`src/rtl/boot_rom_pkg.sv`:
```
// Shared defaults and state encoding for the boot ROM bus adapter.
package boot_rom_pkg;

  localparam int unsigned BOOT_ROM_WORDS = 839;
  localparam int unsigned BOOT_ROM_AW    = 10;

  typedef enum logic {
    IDLE = 1'b0,
    RESP = 1'b1
  } state_e;

endpackage

```
`src/rtl/boot_rom_bus_adapter.sv`:
```
// Core request/response bus to synchronous boot ROM adapter, one response in flight.
// Optional BOOT_ROM_ADAPTER_ERR_EN: error responses for writes and out-of-range reads.
module boot_rom_bus_adapter
  import boot_rom_pkg::*;
#(
  parameter int unsigned ROM_WORDS = BOOT_ROM_WORDS,
  parameter int unsigned ROM_AW    = BOOT_ROM_AW
) (
  input  logic              CLK,
  input  logic              RSTN,
  input  logic              req_i,
  output logic              gnt_o,
  input  logic [31:0]       addr_i,
  input  logic              we_i,
  input  logic [3:0]        be_i,
  input  logic [31:0]       wdata_i,
  output logic              rvalid_o,
  input  logic              rready_i,
  output logic [31:0]       rdata_o,
  output logic              err_o,
  output logic              rom_csn_o,
  output logic [ROM_AW-1:0] rom_a_o,
  input  logic [31:0]       rom_q_i
);

  state_e            state_q, state_d;
  logic              rom_resp_q, rom_resp_d;
  logic              err_q, err_d;
  logic [ROM_AW-1:0] word_idx;
  logic              synth;
  logic              synth_err;
  logic              grant;
  logic              rom_sel;

  assign word_idx = addr_i[ROM_AW+1:2];

`ifdef BOOT_ROM_ADAPTER_ERR_EN
  logic out_of_range;
  assign out_of_range = (32'(word_idx) >= ROM_WORDS);
  assign synth        = we_i | out_of_range;
  assign synth_err    = 1'b1;
`else
  assign synth        = we_i;
  assign synth_err    = 1'b0;
`endif

  always_comb begin
    state_d    = state_q;
    rom_resp_d = rom_resp_q;
    err_d      = err_q;
    grant      = RSTN & req_i & ((state_q == IDLE) | rready_i);
    rom_sel    = grant & ~synth;
    // In RESP a grant implies rready_i, so the pending response retires this cycle.
    if (grant) begin
      state_d    = RESP;
      rom_resp_d = ~synth;
      err_d      = synth & synth_err;
    end else if ((state_q == RESP) && rready_i) begin
      state_d = IDLE;
    end
  end

  always_ff @(posedge CLK) begin
    if (!RSTN) begin
      state_q    <= IDLE;
      rom_resp_q <= 1'b0;
      err_q      <= 1'b0;
    end else begin
      state_q    <= state_d;
      rom_resp_q <= rom_resp_d;
      err_q      <= err_d;
    end
  end

  assign gnt_o     = grant;
  assign rom_csn_o = ~rom_sel;
  assign rom_a_o   = rom_sel ? word_idx : '0;
  assign rvalid_o  = (state_q == RESP);
  // ROM Q holds while a response is pending because no new select can happen until retire.
  assign rdata_o   = ((state_q == RESP) && rom_resp_q) ? rom_q_i : '0;
  assign err_o     = (state_q == RESP) & err_q;

  logic unused_ok;
  assign unused_ok = ^{be_i, wdata_i, addr_i[31:ROM_AW+2], addr_i[1:0]};

endmodule

```
`config.mk`:
```
export PLATFORM = sky130hd
export DESIGN_NAME = boot_rom_bus_adapter
export DESIGN_NICKNAME = d
export VERILOG_FILES = /design/src/rtl/boot_rom_pkg.sv /design/src/rtl/boot_rom_bus_adapter.sv
export SDC_FILE = /design/constraint.sdc
export NUM_CORES = 1
export LEC_CHECK = 0
export CORE_ASPECT_RATIO = 0.7
export CORE_MARGIN = 3
export CORE_UTILIZATION = 13
export CTS_CLUSTER_SIZE = 28
export DETAILED_ROUTE_END_ITERATION = 8
export PLACE_DENSITY = 0.84
export SYNTH_ARGS = -nofsm -noshare
export SYNTH_HDL_FRONTEND = slang
export SYNTH_SLANG_ARGS = --single-unit
```
`constraint.sdc`:
```
create_clock -name CLK -period 1.6 [get_ports CLK]
set_input_delay 0.24 -clock CLK [delete_from_list [all_inputs] [get_ports CLK]]
set_output_delay 0.24 -clock CLK [all_outputs]
set_load 0.05 [all_outputs]
```
==> metrics.txt, run 1 <==
synthesized flop and latch total 2; reg2reg start rvalid_o; Max Fclk 680.8 MHz; fin util 0.6507; # diodes 0; latest clock arrival within the worst-skew pair 0.21 ns; clk sinks 2; largest net degree at the start of global routing 34; status completed; synth cell count leaders and3_1, and2_2, clkbuf_1; final setup TNS 0 ns; Final Routed Wirelength 2536 um; DRT Pass-1 Iters 2; CP Max Fanout 6; CP Buf/Inv Count 2; Max Cap Viol 0; # IOs 151; layout cell share with drive strength beyond 1 0.4575; Starting Density 0.1430; nets 260; post-route ant nets 0; RSZ-0062 raised after global routing false; vias in the first global route 782; HPWL Detailed 2127 um; CTS hold repair buffers 0; Startpoint Class primary input; DIE AREA 3942 sq um; die width 73.77 um; synth top area cells and3_1, and2_2, dfxtp_1; CTS tree yes; CP Cell Sequence dlygate4sd2_1 -> nand2b_4 -> and4b_2 -> and2_4 -> buf_12; root buffer cell clkbuf_8; Seq/Total Area, Yosys 0.09581; Place WS -0.1366 ns; Critical path origin rready_i; final hold violation count 0; crit path DAT 1.23 ns; DRT iter0 DRCs 14; Tightest Hold Check Type primary input to flip-flop; count leader, synth and3_1; Vias/cell 4.169; YS warnings 0; Lkg Pwr 0.9031 nW; Yosys top cell area share 0.4491; Post-route DRC 0; Hold Crit Start RSTN; Rows 16; synthesized area 417.9 sq um; post-synth net total 166; synthesized instance count 61; post-route clock period utilization 0.9181; antenna violations before repair 0; total power 0.6205 mW; Crit path required time 1.36 ns; Port Buf Inserts 91; setup ws final 0.1311 ns; GR Util All Layers 0.1276; die height 53.44 um; Clock Tree Buf Depth 2; Max Transition Viols Final 0; synthesized area per cell 6.851 sq um; CTS buffer count 3; kind of critical path primary input to output pin; Post-synth EDFFs 0; clock-pin slew on the worst setup and hold paths 0.03 ns; Yosys cell types 15; Final min period 1.469 ns; total grt overflow 0; H-tree levels 1; pwr dens 326.3 nW/um^2; via count of the routed design 788; crit path capture type output pin; DR WL/cell 13.42 um; area leader, netlist and3_1; fraction of registers with async set/reset 0; Slowest cell on crit path and4b_2; final setup vio count 0; skew final 0.003133 ns; Layout area overhead 355.1%; ys flop type dfxtp_1; CP max stage delay 0.30 ns; routability-driven placement congestion ratio 0.6224; Max VDD drop 0.2134 mV; Core Area 2923 sq um; first-pass GRT wire length 3912 um; cell family with most CP delay simple AND/OR/NAND/NOR gates; DP Area 1827 sq um; Design Area, Final 1902 sq um
-- registers in the layout (all words and copies together), names as in the netlist --
register,cells
rom_resp_q,1
rvalid_o,1
-- where the power goes --
part,total [mW],switching (mW),internal (mW)
logic,0.368,0.155,0.213
registers,0.0579,0.00394,0.0540
clock network,0.195,0.0361,0.159
total,0.621,0.195,0.426
-- path summary, 6_finish.rpt --
check	cells after the start	slack (ns)	end
setup / recovery	5	0.13	rom_a_o[3]
hold / removal	3	0.56	rom_resp_q
setup reg to reg	3	0.59	rom_resp_q
hold reg to reg	3	0.62	rvalid_o
-- layout by cell type (no fill, tap or decap), types with 2 or more instances in the layout --
| cell type | n |
|---|---|
| clkdlybuf4s50_1 | 42 |
| and3_2 | 3 |
| dlygate4sd2_1 | 3 |
| and2_2 | 3 |
| clkbuf_8 | 3 |
| inv_1 | 2 |
| and2_4 | 7 |
| buf_12 | 46 |
| and3_1 | 30 |
| buf_4 | 4 |
-- per-layer routing --
| metal | wire (um) | global-route usage | up-vias |
|---|---|---|---|
| met5 | 0 | 0 | - |
| met1 | 882 | 0.1402 | 335 |
| li1 | - | - | 396 |
| met3 | 322 | 0.04364 | 2 |
| met2 | 1312 | 0.2368 | 55 |
| met4 | 19 | 0.02711 | 0 |
-- worst register-to-register path: cells and delay by family, from the launching register on --
family	cells	cell delay, ns
compound gates	1	0.21
simple gates	2	0.36
flops	1	0.33
-- cell families after synthesis --
logic type	Yosys count	synth area share
AO/OA/AOI/OAI	2	0.03893
buffers and inverters	10	0.1168
flip-flops	2	0.09581
other	1	0.008973
AND/OR/NAND/NOR	46	0.7395
-- stage by stage --
step	hold WS (ns)	cells
global route	0.6056	189
finish	0.5616	189
global placement	0.5197	184
floorplan	0.3713	61
detailed placement	0.5272	184
CTS	0.5546	189
-- repair_timing --
action,in CTS,in global routing
endpoints found under the setup margin,11,10
gates cloned,1,0
pin swaps,3,1
resized for setup,8,4
hold endpoints to repair,0,0
setup buffers,1,0
-- cell type report --
type / count / area [sq um]
repair buffers: 96 / 1410
fillers: 213 / 1021
multi-input cells: 50 / 356.6
well taps: 36 / 45.04
flip-flops and latches: 2 / 41.29
clock buffers: 3 / 41.29
inverters: 2 / 7.507
No activity file was read; power rests on OpenSTA's default activity.
==> run 2, diff against run 1 <==
- ABC_CLOCK_PERIOD_IN_PS: default -> 1600
- CORE_MARGIN: 3 -> 2
==> run 2 against run 1 <==
Net effect: maximum frequency up 0.73%; combinational power barely moved; final cell count grew 1.6%; global-route usage about the same; non-clock buffer count increased by 1.
==> metrics.txt, run 2 (synthesis gave the netlist of run 1 again) <==
Tightest Hold Check Type primary input to flip-flop (unchanged); net switching power 0.1954 mW (was 0.1950 mW); Final Routed Wirelength 2343 um (was 2536 um); post-route clock period utilization 0.9114 (was 0.9181); DR WL/cell 12.20 um (was 13.42 um); Max Transition Viols Final 0 (unchanged); Comb pwr share 0.595 (was 0.593); layout cell share with drive strength beyond 1 0.4610 (was 0.4575); DP Area 1832 sq um (was 1827 sq um); total grt overflow 0 (unchanged); Core Area 3105 sq um (was 2923 sq um); skew final 0.0002855 ns (was 0.003133 ns); CP Max Fanout 33 (was 6); Port Buf Inserts 91 (unchanged); setup ws final 0.1417 ns (was 0.1311 ns); fill cell count 246 (was 213); Layout area overhead 357.2% (was 355.1%); final hold violation count 0 (unchanged); RSZ-0062 raised after global routing false (unchanged); # IOs 151 (unchanged); nets 261 (was 260); via count of the routed design 811 (was 788); post-route ant nets 0 (unchanged); Vias/cell 4.224 (was 4.169); DIE AREA 3691 sq um (was 3942 sq um); commonest non-fill, non-tap cells in the layout buf_12, clkdlybuf4s50_1, and3_1 (unchanged); Startpoint Class flip-flop (was primary input); GR Util All Layers 0.1273 (was 0.1276); internal power 0.4256 mW (about the same); Max Cap Viol 0 (unchanged); final setup vio count 0 (unchanged); crit path DAT 1.22 ns (was 1.23 ns); status completed (unchanged); HPWL Detailed 1936 um (was 2127 um); Starting Density 0.1346 (was 0.1430); kind of critical path flip-flop to output pin (was primary input to output pin); Place WS -0.1416 ns (was -0.1366 ns); DRT Pass-1 Iters 4 (was 2); largest net degree at the start of global routing 34 (unchanged); multi-input logic area 360.3 sq um (was 356.6 sq um); die height 51.44 um (was 53.44 um); DR top layer met4 (unchanged); commonest non-fill, non-tap cell in the layout buf_12 (unchanged); antenna violations before repair 0 (unchanged); first-pass GRT wire length 3663 um (was 3912 um); Crit path required time 1.36 ns (about the same); clock network power share 0.314 (about the same); Reg area 41.29 sq um (unchanged); pwr dens 325.1 nW/um^2 (was 326.3 nW/um^2); Lkg Pwr 0.9238 nW (was 0.9031 nW); met3 WL 213 um (was 322 um); clk sinks 2 (unchanged); crit path capture type output pin (unchanged); part of the power in registers 0.091 (was 0.093); Clock Tree Buf Depth 2 (unchanged); Post-route DRC 0 (unchanged); CTS tree yes (unchanged); CTS hold repair buffers 0 (unchanged); vias in the first global route 830 (was 782); switching share of power 0.3147 (was 0.3142); met1 WL 858 um (was 882 um); Final min period 1.458 ns (was 1.469 ns); H-tree levels 1 (unchanged); clock-pin slew on the worst setup and hold paths 0.03 ns (about the same); die width 71.77 um (was 73.77 um); Rows 17 (was 16); latest clock arrival within the worst-skew pair 0.21 ns (about the same); total power 0.6211 mW (was 0.6205 mW); CTS buffer count 3 (unchanged); routability-driven placement congestion ratio 0.6381 (was 0.6224); DRT iter0 DRCs 5 (was 14); # diodes 0 (unchanged); root buffer cell clkbuf_8 (unchanged); Max Fclk 685.7 MHz (was 680.8 MHz); DR WL met2 1255 um (was 1312 um); Max VDD drop 0.2313 mV (was 0.2134 mV); Design Area, Final 1911 sq um (was 1902 sq um)
run 2: cell types whose count changed in the layout (fill, tap and decap cells not counted), sizes merged:
| cell | before | now |
|---|---|---|
| dlygate4sd2 | 3 | 1 |
| buf | 50 | 51 |
| dlymetal6s2s | 1 | 3 |
run 2: final timing paths:
| path | from | end | slack (ns) | cells after the start |
|---|---|---|---|---|
| worst max-delay path | rvalid_o | rdata_o[3] | 0.14 | 3 |
| worst min-delay path | RSTN | rom_resp_q | 0.45 | 3 |
| worst min register to register | rvalid_o | rvalid_o | 0.52 | 2 |
| worst max register to register | rvalid_o | rom_resp_q | 0.52 | 4 |
run 2: power by group through the flow:
stage / clock network [mW] / logic, mW / registers (mW)
3_5_place_dp: 0 / 0.364 / 0.0563
4_1_cts: 0.202 / 0.371 / 0.0563
2_1_floorplan: 0 / 0.127 / 0.0639
3_3_place_gp: 0 / 0.358 / 0.0562
6_report: 0.195 / 0.370 / 0.0562
5_1_grt: 0.206 / 0.389 / 0.0567
run 2: area by class of cell:
class,count,area share
Clock buffer,3,0.02161
Inverter,2,0.003929
Multi-Input combinational cell,50,0.1886
Sequential cell,2,0.02161
Tap cell,38,0.02489
Timing Repair Buffer,97,0.7394
run 2: what timing repair did:
action / in CTS / in global routing
pin swaps: 3 / 3
gates cloned: 1 / 0
buffers inserted: 0 / 0
resized for setup: 8 / 7
setup endpoints to repair: 11 / 11
run 2: worst max-delay path, stage by stage (launching register included):
cell,delay [ns]
dfxtp_2,0.33
buf_4,0.27
and3_1,0.26
buf_12,0.15
run 2: per-layer routing:
metal,track usage,up-vias
li1,-,399
met5,0,-
met1,0.1385,363
met3,0.03550,2
met2,0.2407,47
met4,0.03774,0
run 2: through the flow:
stage / std cells / hold slack, ns / util / TNS, ns
6_report: 192 / 0.4498 / 0.6152 / 0
5_1_grt: 192 / 0.4682 / 0.6152 / 0
4_1_cts: 192 / 0.4959 / 0.6112 / -0.0008219
3_5_place_dp: 188 / 0.5234 / 0.5898 / -1.323
3_3_place_gp: 188 / 0.5143 / 0.5898 / -1.120
2_1_floorplan: 61 / 0.3713 / - / 0
==> run 3, diff against run 2 <==
- ABC_CLOCK_PERIOD_IN_PS: 1600 -> 1640
- CELL_PAD_IN_SITES_DETAIL_PLACEMENT: default -> 1
- CELL_PAD_IN_SITES_GLOBAL_PLACEMENT: default -> 1
- CORE_UTILIZATION: 13 -> 10
- PLACE_DENSITY: 0.84 -> 0.95
- clock period: 1.6 -> 1.64 ns (I/O delays scaled with it)
==> run 3 against run 2 <==
Net effect: count of clock-buffer cells in the layout stayed put; flip-flop and latch count stayed put; utilization is 13 points lower; critical endpoint is now rdata_o[7]; sequential power is 0.9% higher; non-clock buffer count stayed put.
==> metrics.txt, run 3 (synthesis gave the netlist of run 1 again) <==
status completed (unchanged); clock-pin slew on the worst setup and hold paths 0.03 ns (about the same); Rows 19 (was 17); layout cell share with drive strength beyond 1 0.4610 (unchanged); final setup TNS 0 ns (unchanged); Startpoint Class flip-flop (unchanged); H-tree levels 1 (unchanged); via count of the routed design 832 (was 811); nets 261 (unchanged); pwr dens 318.4 nW/um^2 (was 325.1 nW/um^2); internal power 0.4179 mW (was 0.4256 mW); DRT Pass-1 Iters 4 (unchanged); crit path capture type output pin (unchanged); routability-driven placement congestion ratio 0.6183 (was 0.6381); clk sinks 2 (unchanged); worst hold stages 4 (was 3); Port Buf Inserts 91 (unchanged); HPWL Detailed 2484 um (was 1936 um); commonest non-fill, non-tap cell in the layout buf_12 (unchanged); vias in the first global route 864 (was 830); RSZ-0062 raised after global routing false (unchanged); Max Transition Viols Final 0 (unchanged); die width 81.27 um (was 71.77 um); Clock Tree Buf Depth 2 (unchanged); CP Max Fanout 33 (unchanged); crit path DAT 1.24 ns (was 1.22 ns); Max Fclk 673.4 MHz; skew final 0.003340 ns (was 0.0002855 ns); Max VDD drop 0.1628 mV (was 0.2313 mV); Comb pwr share 0.595 (about the same); Worst path depth 3 (unchanged); Post-route DRC 0 (unchanged); CP Cell Sequence buf_4 -> and3_1 -> buf_12 (unchanged); final hold violation count 0 (unchanged); net switching power 0.1984 mW (was 0.1954 mW); final worst hold slack 0.4933 ns (was 0.4498 ns); largest net degree at the start of global routing 34 (unchanged); Starting Density 0.1053 (was 0.1346); Reg2Reg Depth 5 (was 4); clock network power share 0.313 (was 0.314); CTS buffer count 3 (unchanged); Post-Layout Cell Count 206 (was 192); Lkg Pwr 0.9186 nW (was 0.9238 nW); Max Cap Viol 0 (unchanged); root buffer cell clkbuf_8 (unchanged); # diodes 0 (unchanged); cell family with most CP delay buffers and inverters (unchanged); Final min period 1.485 ns; latest clock arrival within the worst-skew pair 0.21 ns (about the same); Final Routed Wirelength 3001 um (was 2343 um); fin util 0.4876 (was 0.6152); Crit path required time 1.39 ns (was 1.36 ns); switching share of power 0.3219 (was 0.3147); final setup vio count 0 (unchanged); first-pass GRT wire length 4567 um (was 3663 um); Vias/cell 4.039 (was 4.224); CTS hold repair buffers 0 (unchanged); Layout area overhead 363.2% (was 357.2%); antenna violations before repair 0 (unchanged); DIE AREA 4720 sq um (was 3691 sq um); part of the power in registers 0.092 (was 0.091); total grt overflow 0 (unchanged); DRT iter0 DRCs 5 (unchanged); CP max stage delay 0.34 ns (was 0.33 ns); post-route ant nets 0 (unchanged); CP Buf/Inv Count 2 (unchanged); Cells after DPL 201 (was 188); DR WL/cell 14.57 um (was 12.20 um); Tightest Hold Check Type primary input to flip-flop (unchanged); CTS tree yes (unchanged); GR Util All Layers 0.1243 (was 0.1273); commonest non-fill, non-tap cells in the layout buf_12, clkdlybuf4s50_1, and3_1 (unchanged); Core Area 3970 sq um (was 3105 sq um); fill cell count 407 (was 246); kind of critical path flip-flop to output pin (unchanged); die height 58.09 um (was 51.44 um); post-route clock period utilization 0.9055; # IOs 151 (unchanged); Slowest cell on crit path dfxtp_2 (unchanged)
==> run 3: tightest hold or removal path: stages <==
cell and delay [ns]:
dlymetal6s2s_1 0.14, buf_4 0.14, inv_1 0.04, a21boi_0 0.07
==> run 3: worst paths after layout <==
kind / endpoint / slack [ns] / from
worst max register to register: rom_resp_q / 0.42 / rvalid_o
worst min register to register: rvalid_o / 0.54 / rvalid_o
worst min-delay path: rvalid_o / 0.49 / req_i
worst max-delay path: rdata_o[7] / 0.16 / rvalid_o
==> run 3: power groups by stage <==
stage,sequential [mW],clock [mW],combinational (mW)
after floorplan,0.0623,0,0.124
after global placement,0.0568,0,0.353
after detailed placement,0.0568,0,0.361
after CTS,0.0568,0.197,0.369
after global routing,0.0573,0.202,0.387
final,0.0567,0.193,0.367
==> run 3: cell type report <==
type	count	area (sq um)	share of cell area
clock buffer	3	41.29	0.02133
sequential	2	41.29	0.02133
inverter	2	7.507	0.003878
multi-input combinational	50	359.1	0.1855
timing repair buffer	97	1421	0.7343
tap	52	65.06	0.03361
==> run 3: repair_timing <==
item | 4_1_cts | 5_1_grt
gates resized for setup | 8 | 6
gates cloned | 1 | 0
setup buffers | 1 | 0
pin swaps | 3 | 2
endpoints found under the setup margin | 11 | 9
==> run 3: through the flow <==
step | total power, mW | setup slack [ns] | cell area (sq um)
2_1_floorplan | 0.1860 | 0.08719 | 419.2
3_3_place_gp | 0.4099 | -0.1089 | 1854
3_5_place_dp | 0.4180 | -0.1318 | 1854
4_1_cts | 0.6229 | 0.001486 | 1924
5_1_grt | 0.6466 | 0.08865 | 1936
6_report | 0.6164 | 0.1550 | 1936
==> run 3: per-layer routing <==
| layer | vias up | wire, um | GRT usage | part of all wire |
|---|---|---|---|---|
| met3 | 2 | 219 | 0.02804 | 0.073 |
| met4 | 0 | 8 | 0.02906 | 0.0027 |
| met2 | 45 | 1615 | 0.2201 | 0.54 |
| met5 | - | 0 | 0 | 0 |
| met1 | 386 | 1157 | 0.1528 | 0.39 |
| li1 | 399 | - | - | - |
